### config.mk
export PLATFORM = sky130hd
export DESIGN_NAME = switch_select_debouncer
export DESIGN_NICKNAME = d
export VERILOG_FILES = /design/src/rtl/switch_select_debouncer.sv
export SDC_FILE = /design/constraint.sdc
export NUM_CORES = 1
export LEC_CHECK = 0
export CORE_MARGIN = 1
export CORE_UTILIZATION = 27
export CTS_CLUSTER_SIZE = 40
export DETAILED_ROUTE_END_ITERATION = 8
export PLACE_DENSITY_LB_ADDON = 0.05
export SETUP_SLACK_MARGIN = 0.4
export SLEW_MARGIN = 20
export SYNTH_ARGS = -nofsm -noshare
export SYNTH_HDL_FRONTEND = slang
export SYNTH_SLANG_ARGS = --single-unit
export TNS_END_PERCENT = 20
### constraint.sdc
create_clock -name Clock -period 1.7 [get_ports Clock]
set_clock_uncertainty 0.05 [all_clocks]
set_input_delay 0.255 -clock Clock [delete_from_list [all_inputs] [get_ports Clock]]
set_output_delay 0.255 -clock Clock [all_outputs]
set_load 0.1 [all_outputs]
### src/rtl/switch_select_debouncer.sv
// switch_select_debouncer
// Turns the three raw active-low board switches into a clean, active-high
// 3-bit select code for the segment decoder. The pins are synchronized,
// debounced as a group, and a new code is committed only after it has held
// steady for DEBOUNCE_CYCLES synchronized samples.
//
// state  | meaning
// -------+-------------------------------------------------------------
// STABLE | synchronized sample matches the committed Select
// SETTLE | a candidate code differs from Select and is being timed
// COMMIT | candidate held long enough; Select is loaded on this cycle
module switch_select_debouncer #(
    parameter int SYNC_STAGES     = 2,
    parameter int DEBOUNCE_CYCLES = 16
) (
    input  logic       Clock,
    input  logic       ResetN,
    input  logic       SZeroInput,
    input  logic       SOneInput,
    input  logic       STwoInput,
    output logic [2:0] Select,
    output logic       SelectChanged,
    output logic       Busy
);

    localparam int CNT_W = $clog2(DEBOUNCE_CYCLES + 1);
    localparam logic [CNT_W-1:0] CNT_MAX = CNT_W'(DEBOUNCE_CYCLES);
    localparam logic [CNT_W-1:0] CNT_ONE = CNT_W'(1);
    // Reaching this value while the candidate still matches means the next
    // increment completes the window, so COMMIT follows on the same edge.
    localparam logic [CNT_W-1:0] CNT_LAST = CNT_MAX - CNT_ONE;

    typedef enum logic [1:0] {
        STABLE = 2'd0,
        SETTLE = 2'd1,
        COMMIT = 2'd2
    } stateT;

    logic [2:0]       syncChain [SYNC_STAGES];
    logic [2:0]       sample;
    stateT            state;
    stateT            nextState;
    logic [2:0]       candidate;
    logic [2:0]       nextCandidate;
    logic [2:0]       nextSelect;
    logic [CNT_W-1:0] counter;
    logic [CNT_W-1:0] nextCounter;
    logic             nextChanged;

    // Synchronizer chain; resets to "released" so nothing looks pressed.
    always_ff @(posedge Clock or negedge ResetN) begin
        if (!ResetN) begin
            for (int i = 0; i < SYNC_STAGES; i++) begin
                syncChain[i] <= 3'b111;
            end
        end else begin
            syncChain[0] <= {STwoInput, SOneInput, SZeroInput};
            for (int i = 1; i < SYNC_STAGES; i++) begin
                syncChain[i] <= syncChain[i-1];
            end
        end
    end

    // Pins are active-low; everything downstream works active-high.
    assign sample = ~syncChain[SYNC_STAGES-1];

    // State, candidate, counter and registered outputs.
    always_ff @(posedge Clock or negedge ResetN) begin
        if (!ResetN) begin
            state         <= STABLE;
            candidate     <= 3'b000;
            counter       <= '0;
            Select        <= 3'b000;
            SelectChanged <= 1'b0;
            Busy          <= 1'b0;
        end else begin
            state         <= nextState;
            candidate     <= nextCandidate;
            counter       <= nextCounter;
            Select        <= nextSelect;
            SelectChanged <= nextChanged;
            Busy          <= (nextState != STABLE);
        end
    end

    // Next-state logic: restart the window on any new value, abandon it
    // if the sample bounces back to the committed code.
    always_comb begin
        nextState     = state;
        nextCandidate = candidate;
        nextCounter   = counter;
        nextSelect    = Select;
        nextChanged   = 1'b0;
        unique case (state)
            STABLE: begin
                if (sample != Select) begin
                    nextCandidate = sample;
                    nextCounter   = CNT_ONE;
                    nextState     = SETTLE;
                end
            end
            SETTLE: begin
                if (sample == Select) begin
                    nextCounter = '0;
                    nextState   = STABLE;
                end else if (sample != candidate) begin
                    nextCandidate = sample;
                    nextCounter   = CNT_ONE;
                end else begin
                    if (counter != CNT_MAX) begin
                        nextCounter = counter + CNT_ONE;
                    end
                    if (counter >= CNT_LAST) begin
                        nextState = COMMIT;
                    end
                end
            end
            COMMIT: begin
                // Sample is deliberately ignored here; STABLE re-checks it.
                nextSelect  = candidate;
                nextChanged = 1'b1;
                nextCounter = '0;
                nextState   = STABLE;
            end
            default: begin
                nextCounter = '0;
                nextState   = STABLE;
            end
        endcase
    end

endmodule
# Word-level counts from Yosys, hierarchy flattened
# Index checks and enable logic that the tools add are counted.
# Widths: inputs -> output; s select.
[totals]
regBits = 21
in_bits = 5
output_inout_bits = 5
wordCells = 41
[classes]
n_addsub = 1
order_cmp = 1
eq_ne = 10
mux = 15
bitwise_logic = 1
n_reduce_logical = 5
[op_table]
columns = ["op", "n"]
rows = [
  ["$mux 5", 4],
  ["$pmux 5 s2", 1],
  ["$mux 3", 3],
  ["$mux 2", 4],
  ["$ne 2x2->1 const B", 3],
  ["$ne 3x3->1", 2],
  ["$pmux 3 s2", 1],
  ["$add 5x1->5 const B", 1],
  ["$ge 5x4->1 const B", 1],
  ["$ne 5x5->1 const B", 1],
  ["$ne 4x4->1 const B", 1],
  ["$pmux 2 s2", 1],
  ["$reduce_and 4->1", 1],
  ["$reduce_bool 2->1", 2],
  ["$eq 3x3->1", 1],
  ["$not 3->3", 1],
  ["$eq 2x1->1 const B", 1],
  ["$eq 2x2->1 const B", 1],
  ["$logic_not 2->1", 1],
  ["$reduce_and 2->1", 1],
  ["$mux 1", 1],
]

# Depth between registers and ports, before layout
# Gate-level depths: netlist (run 1).
[depth]
ltp_word = 6
ltp_mapped = 6
mapped_depth_nobuf = 6

# Worst setup path after synthesis (run 1)
# No wires, ideal clock.
[synth_timing]
path_type = "register to register"
from = "reg Select[1]"
to = "reg counter[1]"
setup_time_ns = 0.125
arrival_ns = 2.140
required_time_ns = 1.525
slack_ns = -0.614
path_stages_with_launch = 5
path_buffers = 0
synth_period_minus_slack_ns = 2.314
path_cell_list = "dfrtp_1 > xnor2_1 > or3_4 > a31oi_2 > mux2_2"
[synth_via]
elab_chain_cells = 3
word_cells_on_any_way = 7
cone_classes = "4 x eq/ne; 2 x mux; 1 x reduce/logical"
[synth_rtl]
columns = ["item", "line_no", "text"]
rows = [
  ["start: declaration", "21", "output logic [2:0] Select,"],
  ["start signal: assignment", "80", "Select <= nextSelect;"],
  ["$eq 3x3->1 or $ne 3x3->1 (tied branches)", "103, 96", ""],
  ["$ne 4x4->1 (no line) (tied with other cells)", "n/a", ""],
  ["$reduce_and 2->1 (no line) or $pmux 5 s2 (tied branches)", "n/a", ""],
  ["end signal: assignment", "79", "counter <= nextCounter;"],
  ["end: declaration", "46", "logic [CNT_W-1:0] counter;"],
]
# Several ways; a longest one is shown, not always the timed one.
# A chain may end at the register's enable or synchronous reset.

# Worst setup path in the final report (run 1)
# Ends and elaborated chain as after synthesis.

==> impl_results.md, run 1 <==
* Outcome: complete, but fails checks
* Failing checks: negative setup slack
* Root buffer cell: clkbuf_4
* Clk slew on worst S/H paths at approximately 120 ps
* Gpl congestion at slightly above 0.7
* Initial Util at 0.284
* Critical path cell sequence: xnor2_4 -> or3_4 -> a31oi_4 -> mux2_4
* Int Power at 694 uW
* Sw power at 243 uW
* Die width at 61.5 um
* Synth Instances at just under 90
* Clock H-tree levels at 1
* Sequential cell area at ~540 um2
* Combinational cell fraction of total power at 0.153
* Worst R2R Setup Slack at -130 ps
* Post-Syn Area at between 900 and 1000 um2
* Sink Count at 21
* Tot Pwr at 937 uW
* Worst setup SP type: flip-flop
* Final worst slack at -130 ps
* Leading cell type in the layout, fill and taps excluded: buf_4
* RSZ-0062 raised after global routing: true
* Detailed Place HPWL at approximately 1500 um
* Slowest cell on crit path: dfrtp_4
* Switch share at 0.260
* Remaining DRCs at 0
* First-pass GRT wire length at 3310 um
* Syn_area_per_cell at 11.0 um2
* Final WL at ~2000 um
* Primary FF master, synth: dfrtp_1
* Clock power share at 0.265
* Initial antenna violation count at 0
* Setup CP Type: flip-flop to flip-flop
* Share of layout cells above drive strength 1 at 0.466
* Clock tree buffer depth at 2
* Worst EP arrival at between 1500 and 2000 ps
* Data required, critical path at ~1900 ps
* Sequential fraction of the synthesis area at 0.558
* Most frequent cells in the layout: buf_4, dfrtp_1, nand2_1, inv_1, dfstp_2
* Delay-heaviest family, CP: flip-flops
* Tcrit/Tclk final at 1.08
* Synth warnings at 0
* Reg2reg end: counter[1]
* Setup WS pre-CTS at -117 ps
* DRT antenna net count at 0
* Multi-input gate area at 475 um2
* Post-synth EDFFs at 0
* Die H at ~60 um
* Worst-Skew Late Latency at ~300 ps
* Die area at 3780 um2
* Final Max Slew Viols at 0
* 1st-iter DRT viols at 22
* Worst-case reg-to-reg path depth at 4
* Ant. Diodes at 0
* Worst R2R Start: Select[1]
* CTS tree: built
* Routed len/inst at between 10 and 15 um
* Worst Hold Class: input pin to asynchronous set/reset pin
* Final nets at ~130
* Max_cap viols at 0
* Largest stage delay on the critical path at around 550 ps
* Vias in the first global route at between 700 and 800
* Placed Instance Area at 1320 um2
* Yosys reg bits at 21
* Vias at roughly 700
* Hold Fails Final Rpt at 0
* GRT Util Overall at 0.124
* # setup viols final at 3
* Largest net degree at the start of global routing at 22
* Mapped Nets at 95
* Power Dens Cells at 651 nW/um2
* Sequential share of power at 0.582
* Leakage at 0.623 nW
* CP endpoint kind: flip-flop
* Post-synth cell types at 30
* I/O pin count at 10
* Peak supply drop at roughly 0.00044 V
* Post-synth ARST share at 1.00
* Grt total ovfl at 0
* Core Footprint at approximately 3400 um2
* Worst slew pin tran at ~350 ps
* Final period demand of the worst path at ~1800 ps
* Site Rows at 21
* Slew HR at 0.769
* Detailed Routing Iterations Pass 1 at 4
* CP Buf/Inv Count at 0
* Achievable clock frequency at 547 MHz
* Filler cell count at about 350
* Cell area after layout at around 1400 um2
* Clock buffer count from CTS at 3
* Synth-to-Final Area Change at 50.5%
* Setup TNS at -344 ps
* Worst-path maximum fanout at 4
* Port bufs at 9
* Routed vias/inst at roughly 4.4
-- power by group through the flow --
stage               Clock [mW]  Sequential [mW]  Combinational [mW]
floorplan                    0            0.556              0.0563
global placement             0            0.553               0.124
detailed placement           0            0.554               0.124
CTS                      0.265            0.545               0.132
global route             0.283            0.548               0.157
finish                   0.249            0.545               0.143
-- what timing repair did --
| action | CTS | global route |
|---|---|---|
| buffers inserted | 2 | 1 |
| hold buffers | 0 | 0 |
| endpoints found under the setup margin | 14 | 14 |
| pin swaps | 4 | 9 |
| gates resized for setup | 9 | 6 |
-- routing by layer --
layer | GRT usage | wire length [um] | part of all wire | up-vias
met5 | 0 | 0 | 0 | -
met4 | 0.0286 | 19 | 0.0094 | 0
met3 | 0.0378 | 72 | 0.036 | 2
met2 | 0.195 | 958 | 0.48 | 15
met1 | 0.169 | 964 | 0.48 | 344
li1 | - | - | - | 356
-- cells by family (layout without fill, tap and decap cells) --
logic type      count (synthesis)  in the layout  share of synthesized area
xor+xnor                        7              7                     0.0641
flops                          21             21                      0.558
fa+ha+maj                       3              3                     0.0393
compound gates                 12             12                     0.0916
buf+inv                        10             41                     0.0419
mux                             2              2                     0.0236
simple gates                   32             32                      0.182
-- worst max-delay path by stage --
| stage | start | endpoint | depth (start not counted) | slack [ps] |
|---|---|---|---|---|
| 5_1_grt | syncChain[0] | counter[4] | 4 | -140 |
| 2_1_floorplan | Select[1] | counter[1] | 4 | -200 |
| 3_5_place_dp | syncChain[1] | counter[1] | 4 | -120 |
| 3_3_place_gp | syncChain[1] | counter[1] | 4 | -110 |
| 4_1_cts | syncChain[0] | counter[1] | 4 | -120 |
| 6_report | Select[1] | counter[1] | 4 | -130 |
-- cell usage after synthesis (2+ instances only) --
cell type,count,share of area
ha_1,3,0.039
mux2_2,2,0.024
nor3_1,5,0.026
dfrtp_1,15,0.39
nand2b_1,2,0.013
buf_2,2,0.010
nor2_1,3,0.012
and3_1,2,0.013
nand2_1,12,0.047
inv_1,8,0.031
o21ai_0,4,0.021
xnor2_1,6,0.055
dfstp_2,6,0.16
-- cell type report --
cell class	count	area share
Sequential cell	21	0.378
Clock inverter	1	0.00522
Tap cell	46	0.0400
Inverter	8	0.0209
Timing Repair Buffer	29	0.210
Multi-Input combinational cell	56	0.330
Clock buffer	3	0.0157
-- flip-flops by register name, summed over array words and instances, names as in the netlist --
register and flops:
Busy 1, candidate 3, Select 3, SelectChanged 1
counter 5, state 2, syncChain 6
-- through the flow --
stage	util	std cells	hold slack [ps]
4_1_cts	0.416	163	233
5_1_grt	0.428	164	237
3_5_place_dp	0.392	157	297
3_3_place_gp	0.392	157	296
2_1_floorplan	-	87	-90.6
6_report	0.428	164	225
Note: power is estimated with default switching activity, not from simulation.
==> run 2: changes to the inputs <==
- HOLD_SLACK_MARGIN: not set -> 0.15
==> results of run 2 <==
No change in the layout: final DEF, timing and power equal those of run 1.
==> run 3: changes to the inputs <==
- CORE_MARGIN: 1 -> 2
- CTS_CLUSTER_DIAMETER: not set -> 60
- DONT_BUFFER_PORTS: not set -> 1
==> impl_results.md, run 3 (synthesis gave the netlist of run 1 again) <==
* Outcome: complete, but fails checks
* Failing checks: negative setup slack
* Tcrit/Tclk final at 1.07
* Clock buffer count from CTS at 3
* Slew HR at 0.661
* First-pass GRT wire length at roughly 3200 um
* Root buffer cell: clkbuf_4
* Achievable clock frequency at 548 MHz
* Final core occ at 0.398
* Tot Pwr at 931 uW
* Ant. Diodes at 0
* Site Rows at 21
* Vias in the first global route at ~690
* CP endpoint kind: flip-flop
* Worst EP arrival at a little under 2000 ps
* Leading cell type in the layout, fill and taps excluded: buf_4
* Die width at around 64 um
* Final nets at approximately 120
* Sequential cell area at ~540 um2
* Critical path cell sequence: xnor2_4 -> or3_4 -> a31oi_4 -> mux2_2
* Gpl congestion at 0.686
* Clock tree buffer depth at 2
* Setup WS pre-CTS at -111 ps
* Max reg flops at 6
* DP Cell Count at roughly 150
* GRT Util Overall at 0.107
* Routed vias/inst at 4.39
* Port bufs at 0
* Largest net degree at the start of global routing at 22
* Filler cell count at about 370
* Setup CP Type: flip-flop to flip-flop
* Worst-Skew Late Latency at around 320 ps
* Sink Count at 21
* Grt total ovfl at 0
* Synth-to-Final Area Change at 39.9%
* Clk slew on worst S/H paths at 130 ps
* Remaining DRCs at 0
* Delay-heaviest family, CP: flip-flops
* Placed Instance Area at 1180 um2
* Cell area after layout at roughly 1300 um2
* Multi-input gate area at between 400 and 500 um2
* Share of layout cells above drive strength 1 at 0.420
* Die area at 4030 um2
* Max_cap viols at 0
* Largest stage delay on the critical path at roughly 620 ps
* Fin cells at between 150 and 200
* Worst setup SP type: flip-flop
* Power Dens Cells at just under 700 nW/um2
* Post-CTS setup repair buffer count at 0
* Final Hold Slack at approximately 320 ps
* Leakage at roughly 0.57 nW
* I/O pin count at 10
* Clock H-tree levels at 1
* Worst-path maximum fanout at 4
* Final period demand of the worst path at roughly 1800 ps
* Hold Fails Final Rpt at 0
* Detailed Routing Iterations Pass 1 at 4
* Final worst slack at -126 ps
* Routed len/inst at about 12 um
* Initial antenna violation count at 0
* Top flop regs: syncChain x6, counter x5
* Die H at 63.5 um
* CP Buf/Inv Count at 0
* 1st-iter DRT viols at 4
* Vias at approximately 690
* Peak supply drop at ~0.00037 V
* RSZ-0062 raised after global routing: true
* Slowest cell on crit path: dfstp_2
* Most frequent cells in the layout: buf_4, dfrtp_1, nand2_1, inv_1, dfstp_2
* # setup viols final at 4
* Worst Hold Class: flip-flop to flip-flop
* Worst slew pin tran at 502 ps
* CTS tree: built
* Data required, critical path at about 1900 ps
* Final Max Slew Viols at 0
* Top reg by flops: syncChain
* Detailed Place HPWL at about 1500 um
* Setup TNS at -271 ps
* Final WL at roughly 1900 um
* DRT antenna net count at 0
* Initial Util at 0.284
* Core Footprint at 3360 um2
## run 3: worst paths after layout
kind | startpoint | end | slack, ps | depth (start not counted)
hold reg to reg | syncChain[5] | syncChain[2] | 320 | 0
setup reg to reg | syncChain[1] | counter[1] | -130 | 4
max in group asynchronous | ResetN | Select[0] | 880 | 2
min in group asynchronous | ResetN | Busy | 350 | 2
setup / recovery | syncChain[1] | counter[1] | -130 | 4
hold / removal | syncChain[5] | syncChain[2] | 320 | 0
## run 3: area by class of cell
| cell class | count | share of cell area |
|---|---|---|
| clock buffer | 3 | 0.0168 |
| tap | 46 | 0.0430 |
| timing repair buffer | 23 | 0.168 |
| multi-input combinational | 56 | 0.337 |
| sequential | 21 | 0.407 |
| clock inverter | 1 | 0.00561 |
| inverter | 8 | 0.0225 |
## run 3: per-layer routing
layer  GRT usage  up-vias  part of all wire
li1            -      344                 -
met1       0.143      335              0.49
met2       0.163        9              0.46
met3      0.0214        5             0.028
met4      0.0571        0             0.026
met5           0        -                 0
## run 3: report_power, final
group          leakage [nW]  total, mW  internal [mW]  switching [mW]
registers             0.247      0.545          0.525          0.0199
clock network        0.0139      0.261         0.0900           0.171
logic                 0.310      0.124         0.0666          0.0578
## run 3: repair_timing
item / 4_1_cts / 5_1_grt
endpoints found under the hold margin: 24 / 15
pin swaps: 1 / 1
resized for setup: 15 / 5
gates cloned: 0 / 0
endpoints found under the setup margin: 14 / 15
hold buffers: 4 / 1
